--- config.mk ---
export PLATFORM = sky130hd
export DESIGN_NAME = rf_wb_sched
export DESIGN_NICKNAME = d
export VERILOG_FILES = /design/src/rtl/rf_sched_pkg.sv /design/src/rtl/rf_scoreboard.sv /design/src/rtl/rf_wb_sched.sv
export SDC_FILE = /design/constraint.sdc
export NUM_CORES = 1
export LEC_CHECK = 0
export CAP_MARGIN = 20
export CELL_PAD_IN_SITES_DETAIL_PLACEMENT = 0
export CELL_PAD_IN_SITES_GLOBAL_PLACEMENT = 2
export CORE_MARGIN = 2
export CORE_UTILIZATION = 36
export DETAILED_ROUTE_END_ITERATION = 10
export DONT_BUFFER_PORTS = 1
export PLACE_DENSITY_LB_ADDON = 0.1
export SLEW_MARGIN = 0
export SYNTH_ARGS = -nofsm -noshare
export SYNTH_HDL_FRONTEND = slang
export SYNTH_SLANG_ARGS = --single-unit
export TNS_END_PERCENT = 1
--- constraint.sdc ---
create_clock -name clk -period 3 [get_ports clk]
set_clock_uncertainty 0.05 [all_clocks]
set_input_delay 0.15 -clock clk [delete_from_list [all_inputs] [get_ports clk]]
set_output_delay 0.15 -clock clk [all_outputs]
set_load 0.02 [all_outputs]
--- src/rtl/rf_sched_pkg.sv ---
// ---------------------------------------------------------------------------
// rf_sched_pkg
// Shared types and sizes for the register-file write-port scheduler.
//   REG_AW / REG_DW / NUM_REGS : register-file geometry (32 x 32-bit)
//   reg_addr_t / reg_data_t    : register index and data word
//   sched_state_e              : write-port arbiter priority state
// ---------------------------------------------------------------------------
package rf_sched_pkg;

    localparam int REG_AW   = 5;
    localparam int REG_DW   = 32;
    localparam int NUM_REGS = 32;

    typedef logic [REG_AW-1:0] reg_addr_t;
    typedef logic [REG_DW-1:0] reg_data_t;

    typedef enum logic {
        P_PRIO = 1'b0,   // pipeline WB owns the write port
        L_PRIO = 1'b1    // starved long-unit result owns the write port
    } sched_state_e;

endpackage

--- src/rtl/rf_scoreboard.sv ---
// ---------------------------------------------------------------------------
// rf_scoreboard
// Busy bits for destinations of outstanding long-latency ops, the
// outstanding-op counter and the decode hazard compare.
//
// Ports:
//   clk, rst_n        clock / asynchronous active-low reset
//   iss_valid, iss_rd decode issuing a long-latency op and its destination
//   l_acc, l_rd       long-unit writeback accepted this cycle and its dest
//   dec_rs1/rs2/rd    decode-stage operands to check
//   hz_stall          decode must stall
//
// Optional macro RF_SB_BYPASS_EN: a source read of the register being
// written back this cycle is not stalled (the negedge write makes it
// readable in time). Without it the stall lasts until the cycle after.
// ---------------------------------------------------------------------------
module rf_scoreboard
    import rf_sched_pkg::*;
#(
    parameter int MAX_OUT = 4
) (
    input  logic      clk,
    input  logic      rst_n,
    input  logic      iss_valid,
    input  reg_addr_t iss_rd,
    input  logic      l_acc,
    input  reg_addr_t l_rd,
    input  reg_addr_t dec_rs1,
    input  reg_addr_t dec_rs2,
    input  reg_addr_t dec_rd,
    output logic      hz_stall
);

    localparam int CNT_W = $clog2(MAX_OUT + 1);

    logic [NUM_REGS-1:0] busy_q, busy_d;
    logic [CNT_W-1:0]    out_cnt_q, out_cnt_d;
    logic                rs1_hz, rs2_hz, rd_hz, full_hz;
    logic                iss_fire, dec_ok;

    always_comb begin
        // NOTE: every signal assigned here gets a default first, so no path
        // leaves it unassigned and no latch is inferred.
        rs1_hz = busy_q[dec_rs1];
        rs2_hz = busy_q[dec_rs2];
        rd_hz  = busy_q[dec_rd];
`ifdef RF_SB_BYPASS_EN
        if (l_acc && (l_rd == dec_rs1)) rs1_hz = 1'b0;
        if (l_acc && (l_rd == dec_rs2)) rs2_hz = 1'b0;
`endif
        // A writeback retiring this cycle frees a slot for an issue in the
        // same cycle, so the capacity stall releases without a bubble.
        full_hz  = iss_valid && (out_cnt_q == CNT_W'(MAX_OUT)) && !l_acc;
        hz_stall = rs1_hz || rs2_hz || rd_hz || full_hz;
        iss_fire = iss_valid && !hz_stall;

        // A stray accept with nothing outstanding must not underflow.
        dec_ok = l_acc && (out_cnt_q != '0);

        busy_d = busy_q;
        if (l_acc) busy_d[l_rd] = 1'b0;
        // Set after clear: a new producer for the same register wins.
        if (iss_fire) busy_d[iss_rd] = 1'b1;
        busy_d[0] = 1'b0;

        out_cnt_d = out_cnt_q;
        unique case ({iss_fire, dec_ok})
            2'b10:   out_cnt_d = out_cnt_q + CNT_W'(1);
            2'b01:   out_cnt_d = out_cnt_q - CNT_W'(1);
            default: out_cnt_d = out_cnt_q;
        endcase
    end

    // NOTE: sequential state uses non-blocking assignments only, so every
    // flop samples pre-edge values regardless of block ordering.
    always_ff @(posedge clk or negedge rst_n) begin
        if (!rst_n) begin
            busy_q    <= '0;
            out_cnt_q <= '0;
        end else begin
            busy_q    <= busy_d;
            out_cnt_q <= out_cnt_d;
        end
    end

endmodule

--- src/rtl/rf_wb_sched.sv ---
// ---------------------------------------------------------------------------
// rf_wb_sched
// Write-port scheduler and scoreboard for the 32x32 register file. The
// pipeline WB stage and a long-latency unit share the single write port
// (written on negedge clk); a starvation counter hands priority to the
// long unit for one accept. Decode hazards on outstanding long-latency
// destinations come from rf_scoreboard.
//
// Ports:
//   clk, rst_n                         clock / async active-low reset
//   p_wb_valid/rd/data, p_wb_stall     pipeline WB request and hold
//   l_wb_valid/rd/data, l_wb_ready     long-unit result handshake
//   iss_valid, iss_rd                  long-latency issue from decode
//   dec_rs1, dec_rs2, dec_rd, hz_stall decode hazard check
//   rf_wr_en, rf_rd_addr, rf_rd_data   register-file write port
//
// Optional macro RF_SB_BYPASS_EN (see rf_scoreboard).
// ---------------------------------------------------------------------------
module rf_wb_sched
    import rf_sched_pkg::*;
#(
    parameter int STARVE_MAX = 3,
    parameter int MAX_OUT    = 4
) (
    input  logic      clk,
    input  logic      rst_n,
    input  logic      p_wb_valid,
    input  reg_addr_t p_wb_rd,
    input  reg_data_t p_wb_data,
    output logic      p_wb_stall,
    input  logic      l_wb_valid,
    input  reg_addr_t l_wb_rd,
    input  reg_data_t l_wb_data,
    output logic      l_wb_ready,
    input  logic      iss_valid,
    input  reg_addr_t iss_rd,
    input  reg_addr_t dec_rs1,
    input  reg_addr_t dec_rs2,
    input  reg_addr_t dec_rd,
    output logic      hz_stall,
    output logic      rf_wr_en,
    output reg_addr_t rf_rd_addr,
    output reg_data_t rf_rd_data
);

    localparam int SC_W = $clog2(STARVE_MAX + 1);

    sched_state_e    state_q, state_d;
    logic [SC_W-1:0] starve_q, starve_d;
    logic            p_grant, l_grant;

    always_ff @(posedge clk or negedge rst_n) begin
        if (!rst_n) begin
            state_q  <= P_PRIO;
            starve_q <= '0;
        end else begin
            state_q  <= state_d;
            starve_q <= starve_d;
        end
    end

    always_comb begin
        p_grant    = 1'b0;
        l_grant    = 1'b0;
        rf_wr_en   = 1'b0;
        rf_rd_addr = '0;
        rf_rd_data = '0;
        starve_d   = starve_q;
        state_d    = state_q;

        unique case (state_q)
            P_PRIO: begin
                p_grant = p_wb_valid;
                l_grant = l_wb_valid && !p_wb_valid;
            end
            L_PRIO: begin
                l_grant = l_wb_valid;
                p_grant = p_wb_valid && !l_wb_valid;
            end
            default: ;
        endcase

        // No write-port activity while reset is held; pending work is
        // discarded and the pipeline flushes on its own.
        if (!rst_n) begin
            p_grant = 1'b0;
            l_grant = 1'b0;
        end

        p_wb_stall = p_wb_valid && !p_grant;
        l_wb_ready = l_grant;

        if (p_grant) begin
            rf_wr_en   = (p_wb_rd != '0);
            rf_rd_addr = p_wb_rd;
            rf_rd_data = p_wb_data;
        end else if (l_grant) begin
            rf_wr_en   = (l_wb_rd != '0);
            rf_rd_addr = l_wb_rd;
            rf_rd_data = l_wb_data;
        end

        if (l_grant)
            starve_d = '0;
        else if (l_wb_valid && (starve_q != SC_W'(STARVE_MAX)))
            starve_d = starve_q + SC_W'(1);

        // Switching on the updated count gives the long unit the port on
        // the cycle right after its STARVE_MAX-th lost cycle.
        unique case (state_q)
            P_PRIO: if (l_wb_valid && (starve_d == SC_W'(STARVE_MAX))) state_d = L_PRIO;
            L_PRIO: if (l_grant || !l_wb_valid) state_d = P_PRIO;
            default: state_d = P_PRIO;
        endcase
    end

    rf_scoreboard #(
        .MAX_OUT (MAX_OUT)
    ) u_sb (
        .clk       (clk),
        .rst_n     (rst_n),
        .iss_valid (iss_valid),
        .iss_rd    (iss_rd),
        .l_acc     (l_grant),
        .l_rd      (l_wb_rd),
        .dec_rs1   (dec_rs1),
        .dec_rs2   (dec_rs2),
        .dec_rd    (dec_rd),
        .hz_stall  (hz_stall)
    );

endmodule
==> results.env <==
POSTSYNTH.ASYNCRESETSHARE_PCT=100
NUMCLOCKSINKS=37
TOP_LIBRARY_CELLS_BY_USAGE_IN_THE_LAYOUT_FILL_AND_TAPS_ASIDE='a22o_1 (37), dfrtp_1 (37), o21ai_0 (33), mux2i_1 (19), nand2_1 (18)'
SEQ_AREA_UM2=926
POST_SYNTHESIS_INSTANCE_TOTAL=337
FIRST_PASS_GRT_WIRE_LENGTH_MM=16.0
GRT.MET1_USAGE_PCT=29.1
CRIT_PATH_START_KIND='flip-flop'
WORSTREGTOREGCELLS=13
REQUIRED_NS=3.13
CTS-BUFFERS-INSERTED=5
DESIGN.FINAL.NETS=432
PATH_BUF_INV=2
SYN_NETS=439
WORST-SETUP-PATH-TYPE='flip-flop to flip-flop'
POSTSYNTHAREAPERCELL_UM2=9.22
RSZ0062_AT_GRT='yes'
MOST_CONGESTED_LAYER_REPORTED_BY_GLOBAL_ROUTING='met2'
ANT_NETS=0
CRITICAL_PATH.ENDPOINT='u_sb.out_cnt_q[2]'
NUMBER_OF_ANTENNA_VIOLATIONS_AT_THE_FIRST_CHECK_IN_GLOBAL_ROUTING=0
DETAILEDPLACE.WORSTSLACK_NS=0.121
SETUP_VIOLATIONS=0
MULTI_INPUT_COMB_AREA_UM2=2060
POWER.LEAKAGE_nW=1.29
GLOBALPLACE.CONGESTION=0.845
POST_DRT_WL_PER_CELL_UM=23.7
WORST_SETUP_PATH_STARTPOINT='u_sb.busy_q[16]'
CRITPATHMAXFANOUT=4
GRT_PASS1_VIAS=2740
VIA_COUNT=2788
CLK_LATENCY_WORST_SKEW_PAIR_NS=0.29
CAP_VIOLATIONS=0
FIRST_PASS_ITERS=4
DETAIL_ROUTE.DRC_VIOLATIONS=0
SYNTH-SEQ-AREA-SHARE_PCT=29.8
GRT_OVERFLOW=0
TIMING.CRITICAL_PATH.TO_TYPE='flip-flop'
YOSYSWARNINGCOUNT=0
AREA_OF_THE_DIE_UM2=9390
CRITICAL_PATH.TOP_DELAY_FAMILY='simple AND/OR/NAND/NOR gates'
FP.DIEW_UM=96.9
LAYOUTNONFILLERINSTCOUNT=436
GLOBAL_ROUTE.USAGE.MET2_PCT=35.2
SYN_TO_FINAL_GROWTH_PCT=8.46
REGTOREGSETUPSLACK_NS=0.14
SYNTH_SEQ_CELLS=37
NUMBER_OF_ENABLE_TYPE_REGISTER_CELLS_IN_THE_SYNTHESIZED_NETLIST=0
HOLD_CLASS='primary input to flip-flop'
DESIGN.CORE.AREA_UM2=8300
VIAS_PER_CELL=6.39
IO-PIN-COUNT=140
DRT_ITER0_MARKERS=141
POSTROUTEWIRELENGTH_MM=10.3
ALL_LAYER_GLOBAL_ROUTING_USAGE_PCT=21.3
PLACE_HPWL_MM=7.71
FINAL_HOLD_VIOL_COUNT=0
LIBRARY_CELLS_USED_BY_SYNTHESIS=54
CELL_WITH_THE_LARGEST_STAGE_DELAY_ON_THE_WORST_PATH='mux4_2'
FINAL_WORST_SETUP_SLACK_NS=0.136
TIMING.RR.END='u_sb.out_cnt_q[2]'
AREA_AFTER_DPL_UM2=3160
ANTENNA_CELLS=0
SLEW_HEADROOM_PCT=50.7
CLKSLEWWORSTSETUPHOLDPATHS_NS=0.09
DRIVE_GT1_SHARE_PCT=16.6
GRT_MAX_DEGREE=48
POWER.DENSITY_nW_PER_UM2=580
MASTER_CELL_OF_THE_CLOCK_ROOT_BUFFER='clkbuf_8'
HIGHEST_ATTAINABLE_CLOCK_FREQUENCY_MHz=349
R2R-START='u_sb.busy_q[16]'
CTS_TREE='built'
PLACE_INST=418
CRITICAL_PATH.MAX_STAGE_DELAY_NS=0.50
RUN_STATUS='complete, no violations'
IO_BUFFERS=0
IR_WORST_VDD_V=0.000193
INITIAL_UTILIZATION_PCT=37.4
TOTAL_OF_FILL_CELLS_IN_THE_FINISHED_DESIGN=841
WORST_SLEW_PIN_SLEW_NS=0.737
TIMING.HOLD.WS_NS=0.00441
FINAL_MIN_PERIOD_OVER_CLOCK_PERIOD_PCT=95.5
GROUTE.LAYER.MET3.USAGE_PCT=4.70
TIMING_MAX_TRANSITION_VIOLATIONS_FINAL=0
NUMBER_OF_H_TREE_LEVELS=2
PERIOD_MINUS_SLACK_NS=2.86
PATH_CELLS='mux4_2, nor2_2, nor4bb_1, buf_4, nor4_4, and4b_1, nand3_1, ha_2, inv_2, fa_2, xor2_1, nor2_1, xor2_1'
CPMOSTUSEDCELL='xor2_1'
SETUP_TNS_FINAL_NS=0
FLOORPLAN.ROWS=33
WORST-PATH-STAGES=13
WORST_EP_ARRIVAL_TIME_NS=2.99
FINISH.INSTANCE_AREA_UM2=3370
YS.FLOP_TYPE='dfrtp_1'
SYN-CELL-AREA_UM2=3110
DIE_H_UM=96.9
CTS_MAX_PATH_BUFFERS=2
==> what timing repair did <==
action	4_1_cts	5_1_grt
endpoints found under the hold margin	59	0
setup buffers	0	3
gates resized for setup	0	7
hold buffers	7	0
endpoints found under the setup margin	0	1
==> sequential cells by signal (all words and copies together) (netlist names) <==
name / cells
starve_q: 2
state_q: 1
u_sb.out_cnt_q: 3
u_sb.busy_q: 31
==> cell usage after synthesis (5+ instances only) <==
library cell	instances	area share [%]
o21ai_0	33	5.3
dfrtp_1	37	30
nor2_1	16	1.9
buf_2	5	0.81
nand2b_1	5	1.0
nand3_1	7	1.1
o21ai_1	17	2.7
a22o_1	37	10
o31ai_1	12	2.9
a21oi_1	6	0.97
mux2i_1	19	6.1
nor2b_1	14	2.8
clkbuf_1	17	2.1
nand3b_1	9	2.2
mux4_2	10	7.3
nand2_1	18	2.2
or2_2	5	1.0
inv_1	6	0.73
==> worst min path at each step <==
stage	from	endpoint	cells past startpoint	slack, ns
6_report	iss_rd[3]	u_sb.busy_q[1]	3	0.004
5_1_grt	iss_rd[3]	u_sb.busy_q[1]	3	0.02
4_1_cts	iss_rd[3]	u_sb.busy_q[1]	3	0.0009
3_5_place_dp	rst_n	u_sb.busy_q[22]	0	-0.19
3_3_place_gp	rst_n	u_sb.busy_q[22]	0	-0.19
2_1_floorplan	rst_n	starve_q[0]	0	-0.20
==> logic make-up (layout without fill, tap and decap cells) <==
logic type,Yosys count,in the layout,share of synthesized area [%]
adder cells (fa/ha/maj),3,3,1.45
XOR/XNOR,4,4,1.13
AND/OR/NAND/NOR,98,98,19.1
buffers and inverters,35,29,5.04
AO/OA/AOI/OAI,127,127,28.6
multiplexers,33,33,14.8
flip-flops,37,37,29.8
==> where the power goes <==
group	leakage (nW)	total (W)	internal (W)	switching, W
sequential	0.475	0.000829	0.000654	0.000175
clock	0.0445	0.000371	0.000165	0.000205
combinational	0.771	0.000756	0.000356	0.000400
==> final cells by class <==
type                    count  share of cell area (%)
inverters                   6                   0.669
multi-input cells         265                    61.1
clock buffers               5                    2.04
flip-flops and latches     37                    27.5
repair buffers             15                    4.16
clock inverters             3                   0.632
well taps                 105                    3.90
==> layer usage <==
metal  wire [um]  share of wire, %
met5           0                 0
met2        4970                48
met1        4480                43
met3         830               8.0
met4          54              0.52
==> through the flow <==
step	util, %	total power (W)
2_1_floorplan	-	0.00140
3_3_place_gp	38.0	0.00153
3_5_place_dp	38.0	0.00154
4_1_cts	40.1	0.00194
5_1_grt	40.6	0.00209
6_report	40.6	0.00196
==> worst reg2reg max path: stages (launching register included) <==
cell and delay (ns):
dfrtp_1 0.43, mux4_2 0.50, nor2_2 0.12, nor4bb_1 0.06, buf_4 0.14, nor4_4 0.35
and4b_1 0.26, nand3_1 0.08, ha_2 0.19, inv_2 0.05, fa_2 0.19, xor2_1 0.14
nor2_1 0.07, xor2_1 0.13
Note: power is estimated with default switching activity, not from simulation.
